$ cat src/rtl/md_audio_pkg.sv
// Shared types, constants and saturation helper for the stereo audio mixer.
// Latency: none (package only).
// Backpressure: none (package only).
package md_audio_pkg;

  localparam logic [7:0] GAIN_UNITY = 8'h80;
  localparam int         GAIN_SHIFT = 7;
  localparam int         DCB_SHIFT  = 8;

  typedef enum logic [1:0] {
    IDLE = 2'd0,
    ACC  = 2'd1,
    SAT  = 2'd2
  } mix_state_t;

  // Clamp a wide signed value into the signed range of 'width' bits.
  function automatic logic signed [63:0] sat_clamp(input logic signed [63:0] value,
                                                   input int                 width);
    logic signed [63:0] hi;
    logic signed [63:0] lo;
    hi = (64'sd1 <<< (width - 1)) - 64'sd1;
    lo = -(64'sd1 <<< (width - 1));
    if (value > hi) begin
      sat_clamp = hi;
    end else if (value < lo) begin
      sat_clamp = lo;
    end else begin
      sat_clamp = value;
    end
  endfunction

endpackage

$ cat src/rtl/md_audio_mac.sv
// One accumulate lane of the mixer: adds the shared gained product when its pan bit is set.
// Latency: 1 enabled cycle per accumulate.
// Backpressure: none; advances only on enabled cycles.
module md_audio_mac #(
  parameter int ACC_W = 20
) (
  input  logic             clk,
  input  logic             rst,
  input  logic             en,
  input  logic             clr,
  input  logic             add,
  input  logic             pan,
  input  logic [ACC_W-1:0] prod,
  output logic [ACC_W-1:0] acc
);

  // Accumulator: clear at frame start, add product for each panned channel.
  always_ff @(posedge clk) begin
    if (rst) begin
      acc <= '0;
    end else if (en) begin
      if (clr) begin
        acc <= '0;
      end else if (add && pan) begin
        acc <= acc + prod;
      end
    end
  end

endmodule

$ cat src/rtl/md_audio_mixer.sv
// N-channel stereo mixer: sample-and-hold, per-frame snapshot, single shared MAC, saturating output.
// Latency: tick to out_valid NCH+2 enabled cycles (NCH+3 with MD_AUDIO_MIXER_DCBLOCK_EN defined).
// Backpressure: none; MCLK_e low freezes all state, out_valid is a pulse on enabled cycles.
module md_audio_mixer
  import md_audio_pkg::*;
#(
  parameter int NCH   = 4,
  parameter int IN_W  = 16,
  parameter int OUT_W = 16,
  parameter int DIV   = 144
) (
  input  logic               MCLK,
  input  logic               RESET,
  input  logic               MCLK_e,
  input  logic [NCH*IN_W-1:0] ch_data,
  input  logic [NCH-1:0]      ch_strobe,
  input  logic [NCH*8-1:0]    ch_gain,
  input  logic [NCH*2-1:0]    ch_pan,
  output logic [OUT_W-1:0]    out_l,
  output logic [OUT_W-1:0]    out_r,
  output logic                out_valid,
  output logic                clip
);

  localparam int IDX_W = $clog2(NCH);
  localparam int CNT_W = $clog2(DIV);
  localparam int ACC_W = IN_W + 2 + $clog2(NCH);

  generate
    if (DIV < NCH + 3) begin : g_div_chk
      $error("md_audio_mixer: DIV must be >= NCH+3");
    end
    if (OUT_W < IN_W) begin : g_out_chk
      $error("md_audio_mixer: OUT_W must be >= IN_W");
    end
  endgenerate

  logic [IN_W-1:0]  hold   [NCH];
  logic [IN_W-1:0]  snap   [NCH];
  logic [7:0]       gain_s [NCH];
  logic [1:0]       pan_s  [NCH];

  logic [CNT_W-1:0] cnt;
  logic             tick;

  mix_state_t       state, state_nxt;
  logic [IDX_W-1:0] idx, idx_nxt;
  logic             acc_clr, acc_add;

  logic signed [IN_W-1:0] cur_smp;
  logic [7:0]             cur_gain;
  logic [1:0]             cur_pan;
  logic signed [IN_W+8:0] prod_full;
  logic signed [IN_W+8:0] prod_sh;
  logic [ACC_W-1:0]       prod_acc;
  logic [ACC_W-1:0]       acc_l, acc_r;

  logic signed [63:0] wide_l, wide_r, clamp_l, clamp_r;
  logic               clip_l, clip_r;

  assign tick = MCLK_e && (cnt == CNT_W'(DIV - 1));

  // Frame divider: counts enabled cycles, wraps after DIV-1.
  always_ff @(posedge MCLK) begin
    if (RESET) begin
      cnt <= '0;
    end else if (MCLK_e) begin
      cnt <= (cnt == CNT_W'(DIV - 1)) ? '0 : cnt + CNT_W'(1);
    end
  end

  // Sample-and-hold of each channel on its strobe.
  always_ff @(posedge MCLK) begin
    if (RESET) begin
      for (int k = 0; k < NCH; k++) hold[k] <= '0;
    end else if (MCLK_e) begin
      for (int k = 0; k < NCH; k++) begin
        if (ch_strobe[k]) hold[k] <= ch_data[k*IN_W +: IN_W];
      end
    end
  end

  // Frame snapshot; a strobe coincident with the tick bypasses the hold register.
  always_ff @(posedge MCLK) begin
    if (RESET) begin
      for (int k = 0; k < NCH; k++) begin
        snap[k]   <= '0;
        gain_s[k] <= '0;
        pan_s[k]  <= '0;
      end
    end else if (tick) begin
      for (int k = 0; k < NCH; k++) begin
        snap[k]   <= ch_strobe[k] ? ch_data[k*IN_W +: IN_W] : hold[k];
        gain_s[k] <= ch_gain[k*8 +: 8];
        pan_s[k]  <= ch_pan[k*2 +: 2];
      end
    end
  end

  // Sequencer state register.
  always_ff @(posedge MCLK) begin
    if (RESET) begin
      state <= IDLE;
      idx   <= '0;
    end else if (MCLK_e) begin
      state <= state_nxt;
      idx   <= idx_nxt;
    end
  end

  // Sequencer next-state: wait for tick, walk channels, then saturate.
  always_comb begin
    state_nxt = state;
    idx_nxt   = idx;
    acc_clr   = 1'b0;
    acc_add   = 1'b0;
    case (state)
      IDLE: begin
        if (tick) begin
          acc_clr   = 1'b1;
          idx_nxt   = '0;
          state_nxt = ACC;
        end
      end
      ACC: begin
        acc_add = 1'b1;
        if (idx == IDX_W'(NCH - 1)) begin
          state_nxt = SAT;
        end else begin
          idx_nxt = idx + IDX_W'(1);
        end
      end
      SAT: begin
        state_nxt = IDLE;
      end
      default: begin
        state_nxt = IDLE;
      end
    endcase
  end

  // Shared gain product for the channel being accumulated (floor division by 128).
  always_comb begin
    cur_smp   = $signed(snap[idx]);
    cur_gain  = gain_s[idx];
    cur_pan   = pan_s[idx];
    prod_full = (IN_W + 9)'(cur_smp) * $signed({{IN_W{1'b0}}, 1'b0, cur_gain});
    prod_sh   = prod_full >>> GAIN_SHIFT;
    prod_acc  = ACC_W'(prod_sh);
  end

  md_audio_mac #(.ACC_W(ACC_W)) u_mac_l (
    .clk  (MCLK),
    .rst  (RESET),
    .en   (MCLK_e),
    .clr  (acc_clr),
    .add  (acc_add),
    .pan  (cur_pan[1]),
    .prod (prod_acc),
    .acc  (acc_l)
  );

  md_audio_mac #(.ACC_W(ACC_W)) u_mac_r (
    .clk  (MCLK),
    .rst  (RESET),
    .en   (MCLK_e),
    .clr  (acc_clr),
    .add  (acc_add),
    .pan  (cur_pan[0]),
    .prod (prod_acc),
    .acc  (acc_r)
  );

  // Saturate both accumulators to the output range.
  always_comb begin
    wide_l  = 64'($signed(acc_l));
    wide_r  = 64'($signed(acc_r));
    clamp_l = sat_clamp(wide_l, OUT_W);
    clamp_r = sat_clamp(wide_r, OUT_W);
    clip_l  = (clamp_l != wide_l);
    clip_r  = (clamp_r != wide_r);
  end

`ifdef MD_AUDIO_MIXER_DCBLOCK_EN
  logic [OUT_W-1:0]       sat_l, sat_r;
  logic                   sat_vld;
  logic [OUT_W-1:0]       xp_l, xp_r;
  logic signed [OUT_W+1:0] dcb_l, dcb_r;
  logic signed [63:0]     dcbw_l, dcbw_r, dcbc_l, dcbc_r;
  logic                   dclip_l, dclip_r;

  // DC blocker: y = x - x_prev + y_prev - y_prev/256, previous y is the output register.
  always_comb begin
    dcb_l   = (OUT_W + 2)'($signed(sat_l)) - (OUT_W + 2)'($signed(xp_l))
            + (OUT_W + 2)'($signed(out_l)) - (OUT_W + 2)'($signed(out_l) >>> DCB_SHIFT);
    dcb_r   = (OUT_W + 2)'($signed(sat_r)) - (OUT_W + 2)'($signed(xp_r))
            + (OUT_W + 2)'($signed(out_r)) - (OUT_W + 2)'($signed(out_r) >>> DCB_SHIFT);
    dcbw_l  = 64'(dcb_l);
    dcbw_r  = 64'(dcb_r);
    dcbc_l  = sat_clamp(dcbw_l, OUT_W);
    dcbc_r  = sat_clamp(dcbw_r, OUT_W);
    dclip_l = (dcbc_l != dcbw_l);
    dclip_r = (dcbc_r != dcbw_r);
  end

  // Clamp stage register, then filter stage into the outputs one enabled cycle later.
  always_ff @(posedge MCLK) begin
    if (RESET) begin
      sat_l     <= '0;
      sat_r     <= '0;
      sat_vld   <= 1'b0;
      xp_l      <= '0;
      xp_r      <= '0;
      out_l     <= '0;
      out_r     <= '0;
      out_valid <= 1'b0;
      clip      <= 1'b0;
    end else if (MCLK_e) begin
      sat_vld   <= (state == SAT);
      out_valid <= sat_vld;
      if (state == SAT) begin
        sat_l <= clamp_l[OUT_W-1:0];
        sat_r <= clamp_r[OUT_W-1:0];
        if (clip_l || clip_r) clip <= 1'b1;
      end
      if (sat_vld) begin
        out_l <= dcbc_l[OUT_W-1:0];
        out_r <= dcbc_r[OUT_W-1:0];
        xp_l  <= sat_l;
        xp_r  <= sat_r;
        if (dclip_l || dclip_r) clip <= 1'b1;
      end
    end
  end
`else
  // Clamped accumulators go straight to the output registers.
  always_ff @(posedge MCLK) begin
    if (RESET) begin
      out_l     <= '0;
      out_r     <= '0;
      out_valid <= 1'b0;
      clip      <= 1'b0;
    end else if (MCLK_e) begin
      out_valid <= (state == SAT);
      if (state == SAT) begin
        out_l <= clamp_l[OUT_W-1:0];
        out_r <= clamp_r[OUT_W-1:0];
        if (clip_l || clip_r) clip <= 1'b1;
      end
    end
  end
`endif

endmodule

$ cat config.mk
export PLATFORM = sky130hd
export DESIGN_NAME = md_audio_mixer
export DESIGN_NICKNAME = d
export VERILOG_FILES = /design/src/rtl/md_audio_pkg.sv /design/src/rtl/md_audio_mac.sv /design/src/rtl/md_audio_mixer.sv
export SDC_FILE = /design/constraint.sdc
export NUM_CORES = 1
export LEC_CHECK = 0
export ABC_AREA = 1
export CORE_ASPECT_RATIO = 0.8
export CORE_MARGIN = 2
export CORE_UTILIZATION = 45
export CTS_CLUSTER_DIAMETER = 120
export DETAILED_ROUTE_END_ITERATION = 16
export GPL_TIMING_DRIVEN = 0
export PLACE_DENSITY = 0.74
export SYNTH_ARGS = -nofsm -noshare
export SYNTH_HDL_FRONTEND = slang
export SYNTH_SLANG_ARGS = --single-unit
$ cat constraint.sdc
create_clock -name MCLK -period 8.3 [get_ports MCLK]
set_input_delay 0.83 -clock MCLK [delete_from_list [all_inputs] [get_ports MCLK]]
set_output_delay 0.83 -clock MCLK [all_outputs]
set_load 0.05 [all_outputs]
==> results of run 1 <==
layer usage:
layer  vias to the layer above  global-route usage [%]
li1                       7230                       -
met1                      7124                   32.47
met2                       521                   36.53
met3                        65                   3.489
met4                         0                   5.787
met5                         -                       0
logic make-up (layout without fill, tap and decap cells):
kind of cell	Yosys count	count (layout)
and+or+nand+nor	835	835
buffers and inverters	429	628
AOI/OAI and AO/OA	393	393
DFF	256	256
adders and majority gates	195	195
xor gates and xnor gates	24	24
stage by stage:
stage | power [uW] | TNS [ps]
after detailed placement | 2332 | 0
after floorplan | 2062 | 0
after CTS | 3585 | 0
after global placement | 2314 | -80790
final | 3589 | 0
after global routing | 3775 | -0.9921
cell usage in the layout (no fill, tap or decap), types with 13 or more instances in the layout:
| cell | count |
|---|---|
| sky130_fd_sc_hd__clkdlybuf4s50_1 | 140 |
| sky130_fd_sc_hd__nor3_1 | 13 |
| sky130_fd_sc_hd__nand2_1 | 478 |
| sky130_fd_sc_hd__clkbuf_1 | 58 |
| sky130_fd_sc_hd__nor2_1 | 238 |
| sky130_fd_sc_hd__a21oi_1 | 241 |
| sky130_fd_sc_hd__xor2_1 | 14 |
| sky130_fd_sc_hd__o21ai_0 | 91 |
| sky130_fd_sc_hd__ha_1 | 92 |
| sky130_fd_sc_hd__inv_1 | 348 |
| sky130_fd_sc_hd__fa_1 | 103 |
| sky130_fd_sc_hd__nand3_1 | 55 |
| sky130_fd_sc_hd__edfxtp_1 | 168 |
| sky130_fd_sc_hd__clkbuf_16 | 28 |
| sky130_fd_sc_hd__dfxtp_1 | 88 |
critical path, delay by kind of cell (launching register included):
kind | cells | cell delay [ps]
adders and majority gates | 6 | 2870
AOI/OAI and AO/OA | 9 | 2240
buffers and inverters | 8 | 980
and+or+nand+nor | 7 | 920
xor gates and xnor gates | 1 | 480
DFF | 1 | 350
cell usage after synthesis, types with 11 or more instances:
| master | number |
|---|---|
| sky130_fd_sc_hd__dfxtp_1 | 88 |
| sky130_fd_sc_hd__nand3_1 | 55 |
| sky130_fd_sc_hd__fa_1 | 103 |
| sky130_fd_sc_hd__nor3_1 | 13 |
| sky130_fd_sc_hd__ha_1 | 92 |
| sky130_fd_sc_hd__nor2_1 | 238 |
| sky130_fd_sc_hd__nand2_1 | 478 |
| sky130_fd_sc_hd__o21ai_0 | 95 |
| sky130_fd_sc_hd__or2_2 | 11 |
| sky130_fd_sc_hd__a32oi_1 | 16 |
| sky130_fd_sc_hd__a21oi_1 | 241 |
| sky130_fd_sc_hd__edfxtp_1 | 168 |
| sky130_fd_sc_hd__xor2_1 | 14 |
| sky130_fd_sc_hd__clkbuf_1 | 53 |
| sky130_fd_sc_hd__inv_1 | 348 |
power breakdown:
| group | switching (uW) | leakage [uW] | total, uW | internal [uW] |
|---|---|---|---|---|
| clock network | 521 | 0.000454 | 1260 | 736 |
| logic | 601 | 0.00632 | 916 | 315 |
| registers | 15.1 | 0.00243 | 1420 | 1400 |
repair_timing:
action                                  4_1_cts  5_1_grt
resized for setup                             0        6
buffers inserted                              0        0
endpoints found under the setup margin        0        7
hold endpoints to repair                      0        0
state kept, by name (all words and copies together) (netlist names), named ones only:
name / cells
u_mac_r.acc: 20
pan_s: 8
out_l: 16
snap: 64
clip: 1
gain_s: 32
u_mac_l.acc: 20
cnt: 8
out_r: 16
hold: 64
idx: 2
out_valid: 1
state: 2
cell type report:
type | count | area [um2]
inverters | 358 | 1354
clock buffers | 36 | 752.0
repair buffers | 147 | 1506
well taps | 495 | 619.3
fillers | 3401 | 17650
multi-input cells | 1447 | 9016
plain buffers | 71 | 305.3
clock inverters | 16 | 182.7
flip-flops and latches | 256 | 6807
path summary, 6_finish.rpt:
kind | startpoint | end | slack [ps] | depth (start not counted)
max | flip-flop | u_mac_r.acc[15] | 280 | 31
min | clip | clip | 480 | 2
max reg2reg | flip-flop | u_mac_r.acc[15] | 280 | 31
min reg2reg | clip | clip | 480 | 2
==> results.md, run 1 <==
Routing:
- The via count is 14940.
- Routed signal wires occupy layers up through met4.
- The antenna violation net count after detailed routing is 0.
- The post-detailed-route DRC marker count is 0.
- The mean number of vias per cell is about 5.3.
- Summed over all nets, wire length on met3 after detailed routing comes to between 3 and 4 mm.
- After detailed routing, the average wire length per cell comes to 16.20 um.
- The first TritonRoute pass finished after 6 iterations.
- The routed design uses around 20 mm of met2 wire.
- The detailed-route wire length is between 40 and 50 mm.
- In the final routing, the length of wire on met1 measures between 20 and 25 mm.
- The first routing iteration left 1184 violations.

Synthesis:
- Of the total synthesized cell area, the portion taken by AND, OR, NAND and NOR gates is 19.44%.
- The area share of xor/xnor cells in the synthesized design is between 1 and 1.5%.
- Counting every net in the synthesized netlist gives 2438.
- The flip-flop and latch count after synthesis is approximately 260.
- In the synthesized netlist the async set-or-reset flop fraction comes to 0%.
- The netlist uses slightly above 50 different library cells.
- The cell area that synthesis handed to floorplanning was about 17000 um2.
- The largest total area in the synthesized netlist belongs to sky130_fd_sc_hd__edfxtp_1.
- Synthesis produced a netlist whose cell count is 2132.
- Each instance of the synthesized netlist takes up on average 8.176 um2.
- The flip-flop cell with the highest count after synthesis is sky130_fd_sc_hd__edfxtp_1.
- The number of warning messages in the yosys log is 0.
- The multiplexer share of the synthesized area is 0%.
- The adder-cell share of the synthesized area is 18.43%.
- Yosys mapped a number of flops with a built-in enable equal to 168.
- For this run, the register share of the synthesized area comes to between 30% and 40%.
- By area, the combinational part of the netlist is dominated by simple AND/OR/NAND/NOR gates.
- In this run the biggest area consumer among cell types represents 28.94% of the synthesized area.
- In the post-synthesis netlist, the biggest area contributors are sky130_fd_sc_hd__edfxtp_1, sky130_fd_sc_hd__fa_1, sky130_fd_sc_hd__nand2_1, sky130_fd_sc_hd__dfxtp_1, sky130_fd_sc_hd__inv_1.
- The synthesized netlist devotes roughly an eighth of its cell area to compound gates.

Die:
- In this run the core area contains 64 standard-cell rows.
- The die is ~180 um tall.
- The effective utilization at floorplan is a little under half.
- 145 I/O pins were placed.
- The die covers approximately 40000 um2.
- The die outline width is ~220 um.
- The core region is between 30000 and 40000 um2.

STA:
- The measured slew at the worst slew-check pin is 1033 ps.
- The hold violation total from the final report is 0.
- Hold timing on the final database bottoms out at a slack of around 480 ps.
- The smallest clock period supported by the final layout is computed as approximately 8000 ps.
- The maximum operating frequency is 124.7 MHz.
- Clock skew on the completed layout was measured at between 40 and 50 ps.
- The tightest slew margin relative to the limit is 31.12%.
- Setup violations remaining at the end of the flow were counted as 0.
- The final critical-path share of the clock period is 96.65%.
- The count of pins over their slew limit is 0.
- The post-layout worst setup margin is roughly 280 ps.

Clocking:
- The clock tree from TritonCTS is yes.
- Clock-pin slew was measured on the worst setup and hold paths at approximately 60 ps.
- In this run the number of H-tree levels came out at 1.
- The deepest clock path buffer count is 3.
- The cell sitting at the root of the clock tree is a sky130_fd_sc_hd__clkbuf_16.
- The TritonCTS sink count is roughly 260.
- Buffers inserted during clock tree synthesis total 28.
- The insertion delay of the later-clocked pin in the worst-skew pair is about 580 ps.
- The number of hold buffers added after cts is 0.

Placed design:
- The number of instances in the placed design is around 2800.
- The instance area after placement is roughly 20000 um2.
- Timing analysis after detailed placement gives a worst setup slack of a little under 500 ps.
- The port buffer count is 140.
- The congestion estimate from routability-driven global placement came to 0.9281.
- The estimated wirelength of the detail-placed design is between 30 and 40 mm.

Setup path:
- Along the worst path, the maximum fanout reaches 10.
- Counting stages on the worst path, the most repeated cell is sky130_fd_sc_hd__nand2_1.
- The master of the slowest instance on the critical path is sky130_fd_sc_hd__a32oi_1.
- The startpoint-to-endpoint class of the critical path is flip-flop to flip-flop.
- STA classifies the critical path startpoint as a flip-flop.
- For the worst setup path, the data required time is between 8000 and 9000 ps.
- STA classifies the critical path endpoint as a flip-flop.
- The data arrival time of the critical path is 8420 ps.
- For this run, the slowest stage of the critical path takes approximately 860 ps.

Cells and area:
- At the end of the flow, the number of nets in the layout was ~2600.
- The number of standard cells in the final layout excluding fillers is around 2800.
- Compared with the post-synthesis result, the final layout area differs by 17.84%.
- The final design instance area without fill is 20540 um2.
- The final core utilization is between 50% and 60%.
- The total inserted antenna cells is 0.
- In the final layout, the share of cells above drive strength 1 is 4.676%.

Worst hold path:
- The tightest min-delay check is of the flip-flop to flip-flop type.

Power and ir drop:
- The power per cell area is roughly 170 nW/um2.
- VDD sags by at most around 0.00015 V.
- Summed over all cells, the static leakage comes to a little over 0.009 uW.

Global routing:
- The via count of the first global-routing pass is 14543.
- The overall routing resource usage is 22.81%.
- The global-route congestion overflow total is 0.
- The first global-routing pass estimated ~74 mm of wire.
- The pin count of the biggest net entering global routing is 35.
- The number of antenna violations at the first check in global routing is 0.

Run status:
- The run finished with clean final reports.

Flow run:
- Across the run, the number of max-cap violations was 0.
Power figures use the tool's default switching activity.
==> run 2, diff against run 1 <==
CTS_BUF_LIST = sky130_fd_sc_hd__clkbuf_4 sky130_fd_sc_hd__clkbuf_8   (was unset)
==> run 2 against run 1 <==
Compared with the run above: count of clock-buffer cells in the layout rose by 21; power fell by 2.1%; non-clock buffer count did not move; clock skew fell by 26 ps; sequential share of layout area rose by 0.087 points; critical endpoint is now u_mac_r.acc[17]; clock power fell by 6%; setup slack improved by 30 ps; via count rose by 0.18%; final cell count rose by 0.99%; utilization fell by 0.14 points; flip-flop and latch count did not move.
==> results.md, run 2 (synthesized netlist as in run 1, its figures left out) <==
Global routing:
- The number of antenna violations at the first check in global routing was 0.
- Global routing consumed, on the met1 layer, ~32% of the routing resources.
- The met2 track utilization from global routing is 36.07%.
- The first global-routing pass estimated around 74 mm of wire.
- The met3 track utilization from global routing is around 4.4%.
- The via count of the first global-routing pass came to 14584.
- The global routing stage identified its most utilized layer as met2.
- Entering global routing, the biggest net connects 35 pins.
- The global-route congestion overflow total is 0.
- Global routing used between 20% and 30% of the available tracks across all layers.

Cells and area:
- Compared with the post-synthesis result, the final layout area differs by 17.54%.
- The top cell types in the final layout, fill and taps aside, are sky130_fd_sc_hd__nand2_1, sky130_fd_sc_hd__inv_1, sky130_fd_sc_hd__a21oi_1, sky130_fd_sc_hd__nor2_1, sky130_fd_sc_hd__edfxtp_1.
- For this run, the post-layout net count is ~2600.
- The final core utilization is between 50% and 60%.
- The largest registers in the layout are hold: 64 flops, snap: 64 flops, gain_s: 32 flops.
- The library cell used most frequently in the layout, excluding fill and tap cells, is sky130_fd_sc_hd__nand2_1.
- The repair_antennas step left the layout with diodes totalling 0.
- The final design instance area without fill is 20490 um2.
- The filler cells instantiated in the layout total 3434.
- Of the cells placed in the final design, the portion with a size suffix greater than 1 is 5.808%.

Placed design:
- Summed over all nets, the half-perimeter wirelength after detailed placement is approximately 36 mm.
- The port buffer count is 140.
- The routability-driven placement congestion ratio is around 0.93.
- After detailed placement, the total cell area comes to around 20000 um2.

STA:
- The tightest hold path in the finished design has a slack of ~470 ps.
- On the final layout, the worst clock skew is 18.09 ps.
- The measured slew at the worst slew-check pin is roughly 1000 ps.
- The tightest slew margin relative to the limit is a little under a third.
- The final-report setup violation count is 0.
- Of the available clock period, the critical path in the final layout requires between 90% and 100%.
- The hold violation total from the final report is 0.
- The count of pins over their slew limit is 0.
- The maximum operating frequency is ~130 MHz.
- The time the final worst path needs with I/O delays and setup is 7992 ps.

Setup path:
- The master of the slowest instance on the critical path is sky130_fd_sc_hd__a32oi_1.
- STA classifies the critical path startpoint as a flip-flop.
- The delay of the slowest critical-path stage is 860 ps.
- The critical path is of the flip-flop to flip-flop type.
- The maximum fanout count along the critical path is 10.
- The data required time at the worst endpoint is 8810 ps.
- The worst setup path is captured at a flip-flop.
- The data arrival time of the critical path is approximately 8500 ps.

Clocking:
- The longest clock path from root to sink contains 3 buffers.
- After clock tree synthesis, the clock-pin slew on the worst setup and hold paths is around 60 ps.
- The root buffer cell is sky130_fd_sc_hd__clkbuf_8.
- The CTS buffer count is 43.
- The number of setup buffers added after CTS is 0.
- Clock tree synthesis found a total of between 200 and 300 sinks.
- The insertion delay of the later-clocked pin in the worst-skew pair is between 500 and 600 ps.
- The H-tree was split into 2 levels.
- The clock tree from TritonCTS is yes.

Worst hold path:
- The worst hold path belongs to the class flip-flop to flip-flop.

Die:
- 145 I/O pins were placed.
- In this run the standard cell core region covers between 30000 and 40000 um2.
- The full die area is approximately 40000 um2.
- The height of the die is 180.0 um.
- For this configuration, the core starts out at a cell density of a little under half.
- The die outline width is approximately 220 um.
- The row count is between 60 and 70.

Routing:
- The routed layout has between 10000 and 15000 vias.
- The number of design-rule violations left by the first detailed-router iteration is 1209.
- The mean number of vias per cell is roughly 5.2.
- After detailed routing, the average wire length per cell comes to 16.14 um.
- The final layout contains routed wiring with a total length of 46.06 mm.
- The antenna violation net count after detailed routing is 0.
- The pre-antenna-repair detailed-routing pass consisted of 6 iterations.
- After detailed routing, the number of remaining DRC violations is 0.

Power and ir drop:
- The worst voltage drop across the vdd grid is roughly 0.00011 V.
- Overall power consumption after layout is estimated at roughly 3500 uW.
- The power per cell area is between 150 and 200 nW/um2.
- Summed over all cells, the static leakage comes to a little over 0.009 uW.

Flow run:
- The number of max-cap violations is 0.

Run status:
- The run finished with clean final reports.
## run 2: per-stage QoR
step	cells	TNS (ps)	setup WS (ps)
2_1_floorplan	2132	0	1889
3_3_place_gp	2767	-80790	-768.7
3_5_place_dp	2774	0	482.8
4_1_cts	2854	0	451.3
5_1_grt	2854	-20.81	-15.61
6_report	2854	0	308.5
## run 2: path summary, 6_finish.rpt
| kind | from | to | slack [ps] | cells after the start |
|---|---|---|---|---|
| worst min-delay path | clip | clip | 470 | 2 |
| worst max-delay path | flip-flop | u_mac_r.acc[17] | 310 | 32 |
| worst min register to register | clip | clip | 470 | 2 |
| worst max register to register | flip-flop | u_mac_r.acc[17] | 310 | 32 |
## run 2: what timing repair did
action                                  4_1_cts  5_1_grt
resized for setup                             0        4
endpoints found under the setup margin        0        6
hold buffers                                  0        0
## run 2: final cells by class
type                       count  area [um2]  share of cell area, %
inverter                     358        1354                  6.608
clock buffer                  57       709.4                  3.463
tap                          495       619.3                  3.023
multi-input combinational   1447        9009                  43.97
clock inverter                23       180.2                 0.8794
sequential                   256        6807                  33.22
timing repair buffer         147        1506                  7.353
buffer                        71       304.0                  1.484
## run 2: critical path: cells and delay by family (launching register included)
family	cells	cell delay, ps
DFF	1	380
adders and majority gates	6	2880
buffers and inverters	9	1140
and+or+nand+nor	6	510
xor gates and xnor gates	1	490
AOI/OAI and AO/OA	10	2510
## run 2: metal layers
metal,vias to the layer above,part of all wire [%]
met5,-,0
met4,0,2.6
met3,74,8.2
met2,513,44
met1,7110,45
li1,7270,-
## run 2: power by group
group	internal [uW]	switching, uW	total, uW
combinational	315	600	915
sequential	1400	15.1	1420
clock	632	551	1180
==> run 3, diff against run 2 <==
PLACE_DENSITY = unset   (was 0.74)
==> run 3 against run 2 <==
Compared with the run above: design area rose by 0.39%; critical path depth shrank 2; utilization grew 0.21 points; power up 0.24%; first-iteration DRC count decreased by 3.1%; die area is the same; global-route usage grew 1.4 points; largest cell class unchanged; register-to-register slack gained 20 ps.
==> results.md, run 3 (synthesized netlist as in run 1, its figures left out) <==
Global routing:
- Global routing finished with a remaining overflow of 0.
- The wire length of the first global-routing pass is 77.02 mm.
- The number of antenna violations at the first check in global routing came to 0.
- The via count of the first global-routing pass is approximately 14000.
- The pin count of the biggest net entering global routing is 33.
- Global routing consumed, over all layers together, ~24% of the routing resources.

Clocking:
- In this run the number of H-tree levels came out at 2.
- The cell sitting at the root of the clock tree is a sky130_fd_sc_hd__clkbuf_8.
- The CTS buffer count is between 40 and 50.
- The insertion delay of the later-clocked pin in the worst-skew pair is approximately 600 ps.
- The clock net in this run drives a total of 256 sinks.
- No sink is reached through more buffers than the 3 on the longest clock path.
- The number of setup buffers added after CTS is 0.
- Clock-pin slew was measured on the worst setup and hold paths at roughly 60 ps.
- TritonCTS built the clock tree.

Setup path:
- Of all nets on the critical path, the largest fanout is 10.
- The logic depth of the worst register-to-register path is 30.
- The startpoint-to-endpoint class of the critical path is flip-flop to flip-flop.
- The delay of the slowest critical-path stage is just over 600 ps.
- For flop-to-flop paths, the worst setup slack is 320 ps.
- The most numerous cell type found on the critical path is sky130_fd_sc_hd__a21oi_1.
- For the worst setup path, the data arrival time is between 8000 and 9000 ps.
- The data required time at the worst endpoint is approximately 8800 ps.
- The startpoint type of the worst setup path is a flip-flop.
- The endpoint identified for the worst register-to-register timing path is u_mac_r.acc[17].
- The master of the slowest instance on the critical path is sky130_fd_sc_hd__xor2_1.
- The nature of the critical path endpoint is a flip-flop.

Cells and area:
- Leaving out fill and tap cells, the most frequent cell in the layout is sky130_fd_sc_hd__nand2_1.
- For this run, the number of standard cells in the final layout without fillers is approximately 2900.
- The largest registers in the layout are hold: 64 flops, snap: 64 flops, gain_s: 32 flops.
- Compared with the post-synthesis result, the final layout area differs by 17.99%.
- In the final layout, the share of cells above drive strength 1 is under 10%.
- The final layout contains approximately 2600 nets.
- The repair_antennas step left the layout with diodes totalling 0.
- The library cells used most frequently in the layout, excluding fill and tap cells, are sky130_fd_sc_hd__nand2_1, sky130_fd_sc_hd__inv_1, sky130_fd_sc_hd__a21oi_1, sky130_fd_sc_hd__nor2_1, sky130_fd_sc_hd__edfxtp_1.

Power and ir drop:
- In this run the power density over the cells is about 170 nW/um2.
- IR analysis of the VDD net gives a maximum drop of about 0.00011 V.
- The analysis attributes to cell leakage a power of around 0.009 uW.

STA:
- The final critical-path share of the clock period is a little over nine tenths.
- The maximum operating frequency is 125.4 MHz.
- Across the routed clock network, the largest skew measured is about 46 ps.
- For the pin with the worst max-slew slack, the measured transition is a little over 900 ps.
- The count of pins over their slew limit is 0.
- The hold violation total from the final report is 0.
- The post-layout worst setup margin is 324.5 ps.
- The worst path in the final design needs a cycle of approximately 8000 ps, including I/O delays and setup.
- In the final timing run, aggregate negative setup slack is 0 ps.
- Setup violations remaining at the end of the flow were counted as 0.
- In this run the tightest slew margin relative to its limit is ~39%.

Worst hold path:
- The path type of the worst min-delay path is flip-flop to flip-flop.
- The instance count along the most critical hold path is 2.
- The path with the worst hold slack has its endpoint at clip.
- The origin of the worst min-delay path is clip.

Routing:
- Using the TritonRoute via totals, the vias-per-cell ratio works out to approximately 5.2.
- The routed design has roughly 48 mm of wire.
- The antenna violation net count after detailed routing is 0.
- The first detailed-routing pass ran for 5 iterations.
- Summing over every cut layer, the via total after detailed routing is approximately 15000.
- In the routed design, unresolved DRC markers number 0.
- The number of design-rule violations left by the first detailed-router iteration is 1172.
- In the final routed layout, each cell accounts on average for approximately 17 um.

Die:
- The die is between 150 and 200 um tall.
- From left edge to right edge, the die measures around 220 um.
- After floorplanning, the core was divided into 64 placement rows.
- For this configuration, the core starts out at a cell density of between 40% and 50%.
- The core region is about 38000 um2.
- During I/O placement, the number of pins put on the boundary was 145.
- The die covers 40340 um2.

Run status:
- The flow ran to the end, and the final reports show no timing, DRC or antenna violations.

Flow run:
- The tool flagged a number of max-cap violations equal to 0.

Placed design:
- The number of instances in the placed design is 2774.
- The worst-case setup slack after placement is approximately 250 ps.
- The port buffer count is 140.
- Routability-driven placement finished with a final weighted congestion of 0.9212.
- The HPWL after detailed placement is about 38 mm.
==> run 3: cell count changes in the layout (fill, tap and decap cells not counted), moves of 2 or more <==
cell | previous run | this run
sky130_fd_sc_hd__xnor2_1 | 10 | 8
sky130_fd_sc_hd__clkbuf_8 | 45 | 47
sky130_fd_sc_hd__clkbuf_2 | 0 | 4
sky130_fd_sc_hd__clkinv_2 | 11 | 4
sky130_fd_sc_hd__buf_1 | 5 | 3
sky130_fd_sc_hd__a32oi_2 | 6 | 15
sky130_fd_sc_hd__clkbuf_1 | 53 | 51
sky130_fd_sc_hd__clkbuf_4 | 12 | 16
sky130_fd_sc_hd__xnor2_2 | 0 | 2
sky130_fd_sc_hd__a32oi_1 | 12 | 3
==> run 3: worst max path at each step <==
stage	startpoint	endpoint	slack (ps)
6_report	flip-flop	u_mac_r.acc[17]	320
5_1_grt	flip-flop	u_mac_r.acc[17]	-6
3_5_place_dp	flip-flop	u_mac_r.acc[17]	250
2_1_floorplan	MCLK_e	gain_s[0][0]	1890
4_1_cts	flip-flop	u_mac_r.acc[17]	190
3_3_place_gp	MCLK_e	gain_s[3][7]	-1000
==> run 3: cell type report <==
cell class / count / area, um2
repair buffers: 147 / 1506
plain buffers: 71 / 309.0
inverters: 358 / 1354
fillers: 3574 / 17630
clock buffers: 63 / 767.0
clock inverters: 14 / 107.6
well taps: 495 / 619.3
multi-input cells: 1447 / 9099
flip-flops and latches: 256 / 6807
==> run 3: power by group <==
part           internal (uW)  switching (uW)
Clock                    629             537
Sequential              1400            15.2
Combinational            319             620
==> run 3: critical path, delay by kind of cell, from the launching register on <==
kind,cells,cell delay [ps]
flip-flops,1,370
XOR/XNOR,1,620
AND/OR/NAND/NOR,5,620
adder cells (fa/ha/maj),6,2750
buffers and inverters,7,1100
AO/OA/AOI/OAI,11,2400
==> run 3: per-layer routing <==
metal / share of wire [%] / global-route usage, % / routed length [um]
met5: 0 / 0 / 0
met4: 2.5 / 7.147 / 1184
met3: 7.3 / 4.353 / 3492
met2: 42 / 35.99 / 20330
met1: 48 / 36.54 / 23100
==> run 3: repair_timing <==
action                                  CTS  global route
endpoints found under the setup margin    0            16
hold buffers                              0             0
resized for setup                         0            22
==> run 3: per-stage QoR <==
step	power (uW)	hold slack (ps)	util, %	instance area, um2
detailed placement	2354	450.3	51.23	19570
global placement	2339	450.2	50.93	19450
global route	3727	505.0	53.85	20570
CTS	3522	459.3	53.52	20440
floorplan	2062	462.5	-	17430
finish	3522	457.5	53.85	20570
